[config.mk]
export PLATFORM = sky130hd
export DESIGN_NAME = kb_tape_scan
export DESIGN_NICKNAME = d
export VERILOG_FILES = /design/src/rtl/kb_tape_scan.sv
export SDC_FILE = /design/constraint.sdc
export NUM_CORES = 1
export LEC_CHECK = 0
export BUFFER_PORTS_ARGS = -buffer_cell sky130_fd_sc_hd__buf_2
export CORE_UTILIZATION = 50
export DETAILED_ROUTE_END_ITERATION = 10
export GPL_ROUTABILITY_DRIVEN = 0
export PLACE_DENSITY = 0.74
export SLEW_MARGIN = 30
export SYNTH_ARGS = -nofsm -noshare
export SYNTH_HDL_FRONTEND = slang
export SYNTH_SLANG_ARGS = --single-unit
[constraint.sdc]
create_clock -name clk -period 4.6 [get_ports clk]
set_clock_uncertainty 0.05 [all_clocks]
set_input_delay 0.46 -clock clk [delete_from_list [all_inputs] [get_ports clk]]
set_output_delay 0.46 -clock clk [all_outputs]
set_load 0.05 [all_outputs]
[src/rtl/kb_tape_scan.sv]
// ============================================================================
//  Module   : kb_tape_scan
//  Purpose  : Keyboard / tape front end. Synchronises and debounces a
//             ROWSxCOLS key matrix, answers row-select reads with debounced
//             column data and stretches tape activity with a retriggerable
//             monostable. Optional key-change event queue (valid/ready).
//  Ports    : clk        - system clock
//             rst_n      - asynchronous reset, active low
//             keycaps    - raw switches, 1=pressed, index r*COLS+c
//             row_sel_n  - row drive, 0=row selected
//             tape_in    - quantised tape signal (asynchronous)
//             dout       - {tape_s, nq, 1'b1, cols[COLS-1:0]}
//             evt_valid  - event available          (KBT_KEY_EVENT_EN only)
//             evt_ready  - consumer accepts event   (KBT_KEY_EVENT_EN only)
//             evt_code   - {press, key_idx[6:0]}    (KBT_KEY_EVENT_EN only)
//  Options  : define KBT_KEY_EVENT_EN to build the key event queue.
//  Revision : 1.0 - initial release
// ============================================================================
`default_nettype none

module kb_tape_scan #(
  parameter int ROWS        = 8,
  parameter int COLS        = 5,
  parameter int HOLD_CCOUNT = 1198,
  parameter int TICK_DIV    = 3250,
  parameter int DB_SAMPLES  = 4
) (
  input  logic                   clk,
  input  logic                   rst_n,
  input  logic [ROWS*COLS-1:0]   keycaps,
  input  logic [ROWS-1:0]        row_sel_n,
  input  logic                   tape_in,
  output logic [COLS+2:0]        dout
`ifdef KBT_KEY_EVENT_EN
  ,
  output logic                   evt_valid,
  input  logic                   evt_ready,
  output logic [7:0]             evt_code
`endif
);

  localparam int c_NKEYS = ROWS * COLS;
  localparam int c_PW    = $clog2(TICK_DIV);
  localparam int c_CW    = $clog2(DB_SAMPLES + 1);
  localparam int c_HW    = $clog2(HOLD_CCOUNT + 1);

  // --------------------------------------------------------------------------
  // Two-flop synchronisers for the key matrix and the tape input
  // --------------------------------------------------------------------------
  logic [c_NKEYS-1:0] key_s1_q, key_s2_q;
  logic               tape_s1_q, tape_s2_q;

  always_ff @(posedge clk or negedge rst_n) begin
    if (!rst_n) begin
      key_s1_q  <= '0;
      key_s2_q  <= '0;
      tape_s1_q <= 1'b0;
      tape_s2_q <= 1'b0;
    end else begin
      key_s1_q  <= keycaps;
      key_s2_q  <= key_s1_q;
      tape_s1_q <= tape_in;
      tape_s2_q <= tape_s1_q;
    end
  end

  // --------------------------------------------------------------------------
  // Debounce sample prescaler: one tick per TICK_DIV cycles
  // --------------------------------------------------------------------------
  logic [c_PW-1:0] pre_q, pre_d;
  logic            w_tick;

  assign w_tick = (pre_q == c_PW'(TICK_DIV - 1));
  assign pre_d  = w_tick ? '0 : pre_q + c_PW'(1);

  always_ff @(posedge clk or negedge rst_n) begin
    if (!rst_n) pre_q <= '0;
    else        pre_q <= pre_d;
  end

  // --------------------------------------------------------------------------
  // Per-key debounce. A key flips only after DB_SAMPLES consecutive ticks in
  // which the synchronised level disagrees; one agreeing tick resets credit.
  // --------------------------------------------------------------------------
  logic [c_NKEYS-1:0]            key_stable_q, key_stable_d;
  logic [c_NKEYS-1:0][c_CW-1:0]  cnt_q, cnt_d;

  always_comb begin
    key_stable_d = key_stable_q;
    cnt_d        = cnt_q;
    if (w_tick) begin
      for (int k = 0; k < c_NKEYS; k++) begin
        if (key_s2_q[k] != key_stable_q[k]) begin
          if (cnt_q[k] + c_CW'(1) == c_CW'(DB_SAMPLES)) begin
            key_stable_d[k] = ~key_stable_q[k];
            cnt_d[k]        = '0;
          end else begin
            cnt_d[k] = cnt_q[k] + c_CW'(1);
          end
        end else begin
          cnt_d[k] = '0;
        end
      end
    end
  end

  always_ff @(posedge clk or negedge rst_n) begin
    if (!rst_n) begin
      key_stable_q <= '0;
      cnt_q        <= '0;
    end else begin
      key_stable_q <= key_stable_d;
      cnt_q        <= cnt_d;
    end
  end

  // --------------------------------------------------------------------------
  // Column read-back: open-collector style wired-AND over selected rows
  // --------------------------------------------------------------------------
  logic [COLS-1:0] w_cols;

  always_comb begin
    w_cols = '1;
    for (int r = 0; r < ROWS; r++) begin
      for (int c = 0; c < COLS; c++) begin
        w_cols[c] = w_cols[c] & (row_sel_n[r] | ~key_stable_q[r*COLS + c]);
      end
    end
  end

  // --------------------------------------------------------------------------
  // Retriggerable monostable on the synchronised tape level
  // --------------------------------------------------------------------------
  logic [c_HW-1:0] hold_ttl_q, hold_ttl_d;
  logic            w_nq;

  always_comb begin
    if (tape_s2_q)               hold_ttl_d = c_HW'(HOLD_CCOUNT);
    else if (hold_ttl_q != '0)   hold_ttl_d = hold_ttl_q - c_HW'(1);
    else                         hold_ttl_d = hold_ttl_q;
  end

  always_ff @(posedge clk or negedge rst_n) begin
    if (!rst_n) hold_ttl_q <= '0;
    else        hold_ttl_q <= hold_ttl_d;
  end

  assign w_nq = (hold_ttl_q == '0);
  assign dout = {tape_s2_q, w_nq, 1'b1, w_cols};

`ifdef KBT_KEY_EVENT_EN
  // --------------------------------------------------------------------------
  // Key change event queue: one pending bit per key, single output register.
  // Repeated flips before reporting collapse; the code carries the state at
  // load time. A flip landing on the clearing cycle keeps the bit set.
  // --------------------------------------------------------------------------
  if (c_NKEYS > 128) begin : g_evt_size_chk
    $error("kb_tape_scan: ROWS*COLS must be <= 128 for key events");
  end

  logic [c_NKEYS-1:0] pend_q, pend_d, w_clr, w_flip;
  logic               evt_valid_q, evt_valid_d;
  logic [7:0]         evt_code_q, evt_code_d;
  logic               w_found;

  assign w_flip = key_stable_d ^ key_stable_q;

  always_comb begin
    w_clr       = '0;
    w_found     = 1'b0;
    evt_valid_d = evt_valid_q;
    evt_code_d  = evt_code_q;
    if (!evt_valid_q || evt_ready) begin
      evt_valid_d = 1'b0;
      for (int k = 0; k < c_NKEYS; k++) begin
        if (!w_found && pend_q[k]) begin
          w_found     = 1'b1;
          w_clr[k]    = 1'b1;
          evt_code_d  = {key_stable_q[k], 7'(k)};
          evt_valid_d = 1'b1;
        end
      end
    end
    pend_d = (pend_q & ~w_clr) | w_flip;
  end

  always_ff @(posedge clk or negedge rst_n) begin
    if (!rst_n) begin
      pend_q      <= '0;
      evt_valid_q <= 1'b0;
      evt_code_q  <= '0;
    end else begin
      pend_q      <= pend_d;
      evt_valid_q <= evt_valid_d;
      evt_code_q  <= evt_code_d;
    end
  end

  assign evt_valid = evt_valid_q;
  assign evt_code  = evt_code_q;
`endif

endmodule

`default_nettype wire
; ---- After elaboration in Yosys (flattened, before gate mapping)
; Cells that the tools add are included.
[word_totals]
regBits = 265
in_bits = 51
output_inout_bits = 8
word_cells = 450
[classes]
add_sub_neg = 42
eq_ne = 81
mux = 83
n_bitwise = 115
n_reduce_logical = 43
[ops]
columns = op, count
row1 = 3-bit two-way mux, 80
row2 = "3-bit by 1-bit adder with 3-bit output, second input constant", 40
row3 = "3-bit == test, second input constant", 40
row4 = 3-bit AND reduction, 40
row5 = 1-bit inequality test, 40
row6 = 1-bit inverter, 40
row7 = 1-bit bitwise OR, 40
row8 = 1-bit bitwise AND, 35
row9 = 11-bit two-way mux, 2
row10 = "12-bit by 1-bit adder with 12-bit output, second input constant", 1
row11 = "12-bit == test, second input constant", 1
row12 = 12-bit two-way mux, 1
row13 = 11-bit logical NOT, 1
row14 = 11-bit nonzero test, 1
row15 = "11-bit by 1-bit subtractor with 11-bit output, second input constant", 1
row16 = 2-bit nonzero test, 1

; ---- Logic depth before layout (Yosys ltp)
; Gate-level depths: netlist (run 1).
[depth]
ltp_word = 9
depth_mapped = 10
depth_no_buf = 6

; ---- Worst setup path before layout (run 1)
; Ideal clock, no wire load.
[synth_timing]
kind = input to output
startpoint = input port row_sel_n[7]
endpoint = output port dout[0]
t_arrival_ns = 2.080
t_required_ns = 4.090
slack_ns = 2.010
path_stages = 2
path_buffers = 0
cell_sequence = o22ai_1 -> nor4_1
[synth_between]
elab_chain_len = 2
[synth_rtl]
columns = element, line_no
row1 = "start, declared", 31  ; input logic [ROWS-1:0] row_sel_n,
row2 = 1-bit bitwise OR, 126  ; w_cols[c] = w_cols[c] & (row_sel_n[r] | ~key_stable_q[r*COLS + c]);
row3 = 1-bit bitwise AND, 126
row4 = "end, declared", 33  ; output logic [COLS+2:0] dout
; No other way between the ends.

; ---- Worst setup path in the final report (run 1)
[layout_timing]
startpoint = register hold_ttl_q[0]
endpoint = output port dout[6]
[layout_between]
elab_chain_len = 1
[layout_rtl]
columns = element, line_no
row1 = "start, declared", 134  ; logic [c_HW-1:0] hold_ttl_q, hold_ttl_d;
row2 = "start signal, assigned", 145  ; else hold_ttl_q <= hold_ttl_d;
row3 = 11-bit logical NOT, 148  ; assign w_nq = (hold_ttl_q == '0);
; No other way between the ends.

==> results.tsv, run 1 <==
stage	metric	value	unit
run_status	status	finished, final reports clean	
yosys	Mapped Cells	1035	
setup_path	Worst path top cell family by delay	simple AND/OR/NAND/NOR gates	
sta	final setup fails	0	
setup_path	Buf/Inv on CP	2	
cts	Post-CTS Setup Repair Bufs	0	
setup_path	Worst setup EP type	output pin	
global_routing	vias in the first global route	8027	
global_routing	largest net degree at the start of global routing	106	
cts	clk buf depth	3	
yosys	post-synthesis cell type count	45	
global_routing	initial antenna violation count	1	
floorplanning	core area	24200	sq um
pwr	Cell Pwr Density	330	nW/um^2
cts	# H-tree levels	1	
global_routing	Tot GR Track Use	0.186	
sta	worst slew pin tran	0.715	ns
yosys	Mapped Nets	1169	
drt	DR pass1 iterations	5	
cts	CTS Buf Count	29	
place	port buffer count	57	
cells_and_area	ANT cells	0	
sta	Achievable Freq	322	MHz
cells_and_area	share of cells above drive strength 1	0.146	
yosys	Post-synth EDFFs	0	
yosys	count of state elements after synthesis	265	
cells_and_area	area delta synth->final	15.6	%
floorplanning	chip height	159	um
global_routing	GR Overflow Total	0	
floorplanning	num rows	57	
sta	final hold violation count	0	
hold_path	worst hold-check path type	register to register	
floorplanning	Top-Level Pins	59	
cells_and_area	nets@finish	1271	
cts	Reg clk slew, reported paths	0.06	ns
setup_path	CP max stage cell	or4b_4	
setup_path	Worst Path Arrival	2.59	ns
sta	Slew headroom	0.523	
cts	clk_lat worst skew	0.55	ns
drt	DR WL/cell	15.5	um
cells_and_area	Fillers	1991	
floorplanning	Die X	159	um
global_routing	first-pass GRT wire length	39.4	mm
sta	RSZ-0062 raised after global routing	false	
setup_path	worst path cell trace	inv_1 > ha_1 > or4b_4 > nor3_4 > buf_2	
cts	clock tree sinks	265	
drt	via/cell ratio	5.52	
sta	Tcrit/Tclk final	0.674	
floorplanning	die footprint	25300	sq um
drt	Final ANT Viol Nets	0	
sta	Final min period	3.10	ns
setup_path	Req. time, crit path	4.09	ns
drt	Routed WL	22.9	mm
cts	Root Buffer	clkbuf_16	
sta	Slew Limit Fails	0	
yosys	synthesized area	12300	sq um
yosys	ys flop type	dfrtp_1	
setup_path	Startpoint Class	register	
yosys	register area share after synthesis	0.539	
yosys	yosys synthesis warning count	0	
run	max_cap viols	0	
yosys	asr flop ratio synth	1.00	
setup_path	Worst Path Class, Setup	register to output pin	
sta	Total Neg Setup Slack	0	ns
place	hpwl dp	14.9	mm
setup_path	worst-path fanout max	14	
pwr	VDD IR max	283	uV
yosys	Mean Syn Cell Area	11.9	sq um
pwr	LEAKAGE	0.00741	uW
floorplanning	Initial Util	0.508	
drt	DR vias	8142	
drt	DRT iter0 DRCs	558	
drt	DRC Markers	0	
cts	CTS tree	done	
sta	hold slack	0.293	ns
setup_path	max incr delay on CP	0.51	ns
## cell usage in the layout, fill, tap and decap left out, types with 3 or more instances in the layout
cell             n
mux2_2          41
nand2b_1         3
dfrtp_1        265
nor2_1          20
nor2b_1          3
buf_4            5
buf_2           56
a21o_1          40
a21oi_1          4
o22ai_1         20
o31ai_1         22
mux2i_1          4
nor3_1          21
nand3b_1        39
and3_1          21
clkbuf_8         3
nand4_1          3
nor4_1           9
nand3_1         26
a2111oi_0       39
o41ai_1          3
clkinv_2         5
clkbuf_16       29
or3_1            5
nor4b_1         20
dlygate4sd3_1   42
ha_1            83
xnor2_1         47
or4b_2          15
clkbuf_1         5
xor2_1          44
inv_1           45
o21ai_0         38
a22o_1          21
nand2_1         85
## synth_stat cells (2+ instances only)
cell type / instances / area (sq um)
o31ai_1: 22 / 165
o22ai_1: 20 / 125
buf_4: 4 / 30.0
mux2_2: 41 / 462
nand4_1: 3 / 18.8
nand3b_1: 39 / 293
clkbuf_1: 18 / 67.6
nor4_1: 9 / 56.3
nor3_1: 21 / 105
ha_1: 83 / 1040
dfrtp_1: 265 / 6630
and4_1: 2 / 17.5
o21ai_0: 38 / 190
or3_1: 5 / 31.3
nor2_1: 20 / 75.1
a21oi_1: 4 / 20.0
nand2b_1: 3 / 18.8
a21o_1: 40 / 300
o41ai_1: 3 / 26.3
or4b_2: 15 / 150
and3_1: 21 / 131
a22o_1: 21 / 184
nor4b_1: 20 / 175
xnor2_1: 47 / 412
buf_2: 12 / 60.1
nor2b_1: 3 / 18.8
nand2_1: 85 / 319
xor2_1: 44 / 385
inv_1: 45 / 169
a2111oi_0: 39 / 342
nand3_1: 26 / 130
mux2i_1: 4 / 40.0
## sequential cells by signal, summed over array words and instances, names as in the netlist
register      count
key_stable_q     40
tape_s1_q         1
pre_q            12
hold_ttl_q       11
key_s1_q         40
tape_s2_q         1
cnt_q           120
key_s2_q         40
## power by group
part           internal (uW)  switching [uW]
combinational           67.2            88.8
clock                   1250             890
sequential              2370            24.0
## logic make-up after synthesis
group                      count (synthesis)  synth area share
and+or+nand+nor                          281             0.133
AOI/OAI and AO/OA                        188             0.111
adders and majority gates                 83            0.0843
muxes                                     45            0.0408
buffers and inverters                     81            0.0277
other                                      1          0.000305
DFF                                      265             0.539
xor gates and xnor gates                  91            0.0647
## cell type report
cell class	count	area (sq um)	share of cell area
Tap cell	324	405	0.0285
Timing Repair Buffer	107	812	0.0571
Sequential cell	265	6630	0.466
Multi-Input combinational cell	689	5340	0.375
Clock inverter	9	82.6	0.00580
Clock buffer	37	786	0.0552
Inverter	45	169	0.0119
## path summary, 6_finish.rpt
check	from	end	slack [ns]	cells after the start
max in group asynchronous	rst_n	key_s1_q[22]	2.83	4
worst max register to register	pre_q[8]	key_stable_q[12]	1.97	5
worst min-delay path	key_s1_q[11]	key_s2_q[11]	0.29	0
min in group asynchronous	rst_n	cnt_q[35]	0.41	2
worst max-delay path	hold_ttl_q[0]	dout[6]	1.50	5
worst min register to register	key_s1_q[11]	key_s2_q[11]	0.29	0
## metrics by stage
step	utilization	std cells	total power (uW)	instance area, sq um	setup slack [ns]
after global placement	0.532	1387	2560	12900	2.04
final	0.587	1476	4690	14200	1.50
after CTS	0.587	1476	4760	14200	1.48
after floorplan	-	1035	2470	12300	2.01
after detailed placement	0.533	1388	2570	12900	1.99
after global routing	0.587	1476	4870	14200	1.34
## layer usage
metal  global-route usage  wire (um)  up-vias
met3               0.0329       1030       30
met2                0.304      10900      139
li1                     -          -     3949
met4               0.0398        381        2
met5                    0         13        -
met1                0.261      10600     4022
## what timing repair did
action                                 CTS  global route
gates resized for setup                  0             0
hold buffers                            42             0
endpoints found under the hold margin  113             0
(Power assumes the default switching activity.)
==> inputs of run 2 (changes only) <==
==> constraint.sdc (replaced) <==
create_clock -name clk -period 2.9 [get_ports clk]
set_clock_uncertainty 0.05 [all_clocks]
set_input_delay 0.29 -clock clk [delete_from_list [all_inputs] [get_ports clk]]
set_output_delay 0.29 -clock clk [all_outputs]
set_load 0.05 [all_outputs]
==> results.tsv, run 2 (synthesis gave the netlist of run 1 again) <==
stage	metric	value	unit	change
setup_path	RR Endpoint	hold_ttl_q[5]		
setup_path	Req. time, crit path	2.56	ns	-1.53 ns
drt	DR pass1 iterations	7		+2
global_routing	vias in the first global route	8323		+3.7%
setup_path	Startpoint Class	register		
pwr	LEAKAGE	0.00754	uW	+1.8%
drt	Routed WL	23.1	mm	+0.80%
cells_and_area	Largest register FFs	120		unchanged
setup_path	worst-path fanout max	8		-6
cts	clk_lat worst skew	0.56	ns	about the same
setup_path	FF-to-FF Start	hold_ttl_q[0]		
place	port buffer count	57		unchanged
cells_and_area	ANT cells	0		unchanged
cells_and_area	most common cell after layout, fill and taps aside	dfrtp_1		
global_routing	GR Overflow Total	0		unchanged
global_routing	Tot GR Track Use	0.188		+0.00158
place	hpwl dp	15.2	mm	+1.5%
cts	# H-tree levels	1		unchanged
cells_and_area	area delta synth->final	17.5	%	
cells_and_area	area of the multi-input gates	5340	sq um	unchanged
global_routing	first-pass GRT wire length	39.6	mm	+0.31%
sta	final setup fails	0		unchanged
floorplanning	Die X	159	um	unchanged
sta	Slew headroom	0.571		+0.0480
place	placed insts	1393		+0.36%
setup_path	max incr delay on CP	0.51	ns	about the same
hold_path	worst hold-check path type	primary input to asynchronous set/reset pin		
sta	hold slack	0.236	ns	-0.0567 ns
cells_and_area	nets@finish	1281		+0.79%
pwr	VDD IR max	488	uV	+73%
setup_path	worst path cell trace	inv_1 > ha_1 > or4b_4 > nor3_4 > buf_2		
sta	worst slew pin tran	0.643	ns	-0.0720 ns
run_status	status	finished, final reports clean		
setup_path	Buf/Inv on CP	2		unchanged
floorplanning	chip height	159	um	unchanged
setup_path	Worst Path Class, Setup	register to output pin		
cells_and_area	largest reg by FF count	cnt_q		
cts	clk buf depth	3		unchanged
cts	Root Buffer	clkbuf_16		
cells_and_area	fin cells	1494		+1.2%
sta	Total Neg Setup Slack	0	ns	unchanged
setup_path	Worst path top cell family by delay	simple AND/OR/NAND/NOR gates		
sta	Final min period	2.77	ns	
setup_path	Worst setup EP type	output pin		
sta	final hold violation count	0		unchanged
cts	CTS Buf Count	30		+3.4%
drt	Final ANT Viol Nets	0		unchanged
floorplanning	core area	24200	sq um	unchanged
pwr	Cell Pwr Density	538	nW/um^2	+63%
global_routing	largest net degree at the start of global routing	108		+1.9%
run	max_cap viols	0		unchanged
drt	DRC Markers	0		unchanged
sta	Slew Limit Fails	0		unchanged
floorplanning	num rows	57		unchanged
cts	CTS tree	done		
cells_and_area	sequential cell area	6630	sq um	unchanged
drt	via/cell ratio	5.49		-0.56%
floorplanning	Top-Level Pins	59		unchanged
floorplanning	die footprint	25300	sq um	unchanged
drt	DR vias	8195		+0.65%
sta	Achievable Freq	360	MHz	
floorplanning	Initial Util	0.508		unchanged
setup_path	stages on the worst setup path	5		unchanged
global_routing	initial antenna violation count	0		-1
drt	DR WL/cell	15.5	um	-0.41%
sta	Tcrit/Tclk final	0.957		
cts	Reg clk slew, reported paths	0.06	ns	about the same
cells_and_area	commonest cells after routing, fill and taps aside	265 x dfrtp_1, 85 x nand2_1, 83 x ha_1		
drt	DRT iter0 DRCs	441		-21%
setup_path	CP max stage cell	or4b_4		
setup_path	setup slack, reg-to-reg	0.61	ns	-1.36 ns
setup_path	cell depth of the worst flop-to-flop path	7		+2
cells_and_area	share of cells above drive strength 1	0.160		+0.0140
sta	RSZ-0062 raised after global routing	false		
cts	clock tree sinks	265		unchanged
setup_path	Worst Path Arrival	2.43	ns	-0.16 ns
cells_and_area	Fillers	1912		-4.0%
run 2: cell type report:
class / count / area share
repair buffers: 116 / 0.0635
well taps: 324 / 0.0280
inverters: 45 / 0.0117
clock inverters: 16 / 0.0113
clock buffers: 39 / 0.0577
multi-input cells: 689 / 0.369
flip-flops and latches: 265 / 0.458
run 2: worst max-delay path by stage:
stage | start | endpoint | slack (ns)
finish | hold_ttl_q[0] | dout[6] | 0.13
global placement | hold_ttl_q[0] | dout[6] | 0.55
floorplan | key_stable_q[5] | dout[0] | 0.50
global route | hold_ttl_q[0] | dout[6] | 0.02
CTS | hold_ttl_q[0] | dout[6] | 0.02
detailed placement | hold_ttl_q[0] | dout[6] | 0.55
run 2: repair_timing:
item / 4_1_cts / 5_1_grt
hold buffers: 42 / 0
setup buffers: 0 / 4
pin swaps: 1 / 1
gates resized for setup: 0 / 0
hold endpoints to repair: 115 / 0
endpoints found under the setup margin: 1 / 1
run 2: worst reg2reg max path, cell delays in order, from the launching register on:
cell     delay [ns]
dfrtp_1        0.38
inv_1          0.11
ha_1           0.20
or4b_4         0.51
nor3_4         0.36
buf_4          0.19
nor3_1         0.04
or3b_1         0.34
run 2: per-stage QoR:
stage	util	cell area [sq um]	setup slack, ns	total power, uW
2_1_floorplan	-	12300	0.497	3920
3_3_place_gp	0.537	13000	0.553	4080
3_5_place_dp	0.537	13000	0.554	4080
4_1_cts	0.595	14400	0.0189	7870
5_1_grt	0.596	14500	0.0231	8070
6_report	0.596	14500	0.126	7780
run 2: power breakdown:
group,internal (uW),switching [uW]
Sequential,3760,40.1
Clock,2210,1510
Combinational,111,142
run 2: routing by layer:
metal	wire length (um)	part of all wire	vias up	GRT usage
li1	-	-	3973	-
met1	10700	0.46	4052	0.250
met2	10900	0.47	130	0.317
met3	890	0.038	40	0.0329
met4	592	0.026	0	0.0503
met5	0	0	-	0
==> inputs of run 3 (changes only) <==
--- a/config.mk
+++ b/config.mk
@@ -5,6 +5,7 @@
 export SDC_FILE = /design/constraint.sdc
 export NUM_CORES = 1
 export LEC_CHECK = 0
+export ABC_AREA = 1
 export BUFFER_PORTS_ARGS = -buffer_cell sky130_fd_sc_hd__buf_2
 export CORE_UTILIZATION = 50
 export DETAILED_ROUTE_END_ITERATION = 10
==> results.tsv, run 3 <==
stage	metric	value	unit	change
pwr	Cell Pwr Density	522	nW/um^2	-2.9%
setup_path	cell depth of the worst flop-to-flop path	7		unchanged
setup_path	stages on the worst setup path	7		+2
setup_path	Crit path top cell by count	inv_1		
drt	DR WL/cell	12.6	um	-19%
yosys	Area contributors post-synth	dfrtp_1 52%, nand2_1 14%, ha_1 8.1%, inv_1 6.7%, nand3_1 5.3%		
sta	RSZ-0062 raised after global routing	false		
cts	Post-CTS Setup Repair Bufs	0		unchanged
setup_path	Critical Path Source	hold_ttl_q[0]		
setup_path	max incr delay on CP	0.38	ns	-0.13 ns
run_status	status	finished, final reports clean		
floorplanning	Initial Util	0.509		+0.000856
yosys	asr flop ratio synth	1.00		unchanged
setup_path	Worst Path Class, Setup	register to output pin		
yosys	Mapped Nets	1628		+39%
drt	DR vias	9426		+15%
yosys	share of the synthesized area in the top cell type	0.518		-0.0208
cells_and_area	Fillers	2040		+6.7%
drt	DRT iter0 DRCs	545		+24%
cells_and_area	commonest cells after routing, fill and taps aside	492 x nand2_1, 265 x dfrtp_1, 228 x inv_1		
floorplanning	num rows	58		+1.8%
floorplanning	Top-Level Pins	59		unchanged
global_routing	first-pass GRT wire length	42.0	mm	+6.2%
setup_path	Worst Path Arrival	2.23	ns	-0.20 ns
setup_path	Startpoint Class	register		
yosys	Mapped Cells	1494		+44%
floorplanning	Die X	162	um	+2.0%
hold_path	worst hold-check path type	register to register		
drt	via/cell ratio	4.84		-12%
drt	DRC Markers	0		unchanged
sta	Slew headroom	0.495		-0.0767
cells_and_area	area delta synth->final	15.9	%	
yosys	synthesized area	12800	sq um	+4.0%
sta	worst slew pin tran	0.755	ns	+0.112 ns
yosys	yosys synthesis warning count	0		unchanged
cts	clock tree sinks	265		unchanged
run	max_cap viols	0		unchanged
setup_path	RR Endpoint	cnt_q[27]		
cells_and_area	largest reg by FF count	cnt_q		
floorplanning	die footprint	26300	sq um	+4.0%
yosys	register area share after synthesis	0.518		-0.0208
drt	Final ANT Viol Nets	0		unchanged
yosys	count of state elements after synthesis	265		unchanged
cells_and_area	fin cells	1948		+30%
cts	Reg clk slew, reported paths	0.06	ns	about the same
place	placed insts	1856		+33%
sta	Total Neg Setup Slack	0	ns	unchanged
yosys	Mean Syn Cell Area	8.57	sq um	-28%
floorplanning	chip height	162	um	+2.0%
sta	final setup fails	0		unchanged
sta	Slew Limit Fails	0		unchanged
global_routing	Tot GR Track Use	0.196		+0.00841
sta	Tcrit/Tclk final	0.885		-0.0721
yosys	post-synthesis cell type count	25		-44%
sta	final hold violation count	0		unchanged
pwr	Power, Total	7740	uW	-0.42%
cts	CTS Buf Count	28		-6.7%
cts	Root Buffer	clkbuf_16		
setup_path	CP endpoint	dout[6]		
cells_and_area	fin util	0.589		-0.00725
cts	CTS tree	done		
yosys	ys flop type	dfrtp_1		
setup_path	Worst setup EP type	output pin		
drt	Routed WL	24.5	mm	+6.1%
pwr	VDD IR max	492	uV	+0.79%
cts	clk_lat worst skew	0.54	ns	-0.02 ns
setup_path	worst-path fanout max	8		unchanged
sta	Final min period	2.57	ns	-0.209 ns
yosys	Commonest cells post-synth	493 x nand2_1, 265 x dfrtp_1, 228 x inv_1		
cts	clk buf depth	3		unchanged
floorplanning	core area	25200	sq um	+3.8%
cts	# H-tree levels	1		unchanged
setup_path	worst path cell trace	inv_1 > ha_1 > nand3_1 > nor2_1 > nand2_1 > inv_1 > buf_2		
yosys	Post-synth EDFFs	0		unchanged
place	port buffer count	57		unchanged
setup_path	Buf/Inv on CP	3		+1
setup_path	FF-to-FF Start	pre_q[1]		
pwr	LEAKAGE	0.00831	uW	+10%
cells_and_area	Largest register FFs	120		unchanged
cells_and_area	nets@finish	1732		+35%
place	hpwl dp	16.2	mm	+6.8%
cells_and_area	share of cells above drive strength 1	0.0723		-0.0875
setup_path	Req. time, crit path	2.56	ns	about the same
global_routing	vias in the first global route	9246		+11%
drt	DR pass1 iterations	5		-2
global_routing	initial antenna violation count	0		unchanged
setup_path	setup slack, reg-to-reg	0.80	ns	+0.19 ns
yosys	cell taking the most area after synthesis	dfrtp_1		
global_routing	GR Overflow Total	0		unchanged
setup_path	CP max stage cell	dfrtp_1		
sta	Achievable Freq	390	MHz	+8.1%
setup_path	Worst path top cell family by delay	simple AND/OR/NAND/NOR gates		
cells_and_area	ANT cells	0		unchanged
cells_and_area	most common cell after layout, fill and taps aside	nand2_1		
yosys	most numerous cell in the Yosys netlist	nand2_1		
global_routing	largest net degree at the start of global routing	102		-5.6%
sta	hold slack	0.296	ns	+0.0592 ns
==> run 3: layout make-up <==
cell class,instances,area (sq um),share of cell area
repair buffers,111,868,0.0585
inverters,229,860,0.0579
multi-input cells,963,5110,0.344
flip-flops and latches,265,6630,0.447
clock inverters,9,145,0.00978
clock buffers,41,811,0.0546
well taps,330,413,0.0278
==> run 3: timing repair <==
action / CTS / global route
endpoints found under the hold margin: 131 / 0
resized for setup: 0 / 0
hold buffers: 42 / 0
==> run 3: cells by family after synthesis <==
kind of cell	synth area share
AND/OR/NAND/NOR	0.231
flip-flops	0.518
AO/OA/AOI/OAI	0.0383
other	0.000293
XOR/XNOR	0.0472
adder cells (fa/ha/maj)	0.0811
buffers and inverters	0.0842
==> run 3: worst reg2reg max path: cells and delay by family, from the launching register on <==
kind	cells	cell delay [ns]
flops	1	0.39
compound gates	1	0.18
buf+inv	2	0.43
fa+ha+maj	1	0.17
simple gates	3	0.78
==> run 3: worst min path at each step <==
stage                       startpoint            to  slack [ns]  cells after the start
final                     key_s1_q[20]  key_s2_q[20]        0.30                      0
after global routing      key_s1_q[18]  key_s2_q[18]        0.30                      0
after CTS                 key_s1_q[20]  key_s2_q[20]        0.30                      0
after detailed placement  key_s1_q[16]  key_s2_q[16]        0.28                      0
after global placement    key_s1_q[31]  key_s2_q[31]        0.28                      0
after floorplan                  rst_n      cnt_q[0]       -0.06                      0
==> run 3: through the flow <==
stage | setup WS (ns) | instance area (sq um)
after global placement | 0.910 | 13500
after detailed placement | 0.845 | 13500
after floorplan | 0.517 | 12800
after global routing | 0.139 | 14800
final | 0.335 | 14800
after CTS | 0.310 | 14800
==> run 3: per-layer routing <==
| metal | vias up | routed length, um | track usage |
|---|---|---|---|
| met3 | 49 | 872 | 0.0253 |
| met2 | 165 | 12000 | 0.344 |
| met4 | 0 | 715 | 0.0686 |
| met5 | - | 0 | 0 |
| met1 | 4402 | 11000 | 0.249 |
| li1 | 4810 | - | - |
==> run 3: power breakdown <==
part	total [uW]	switching, uW	internal [uW]
combinational	236	140	96.7
sequential	3800	37.8	3760
clock	3710	1430	2280
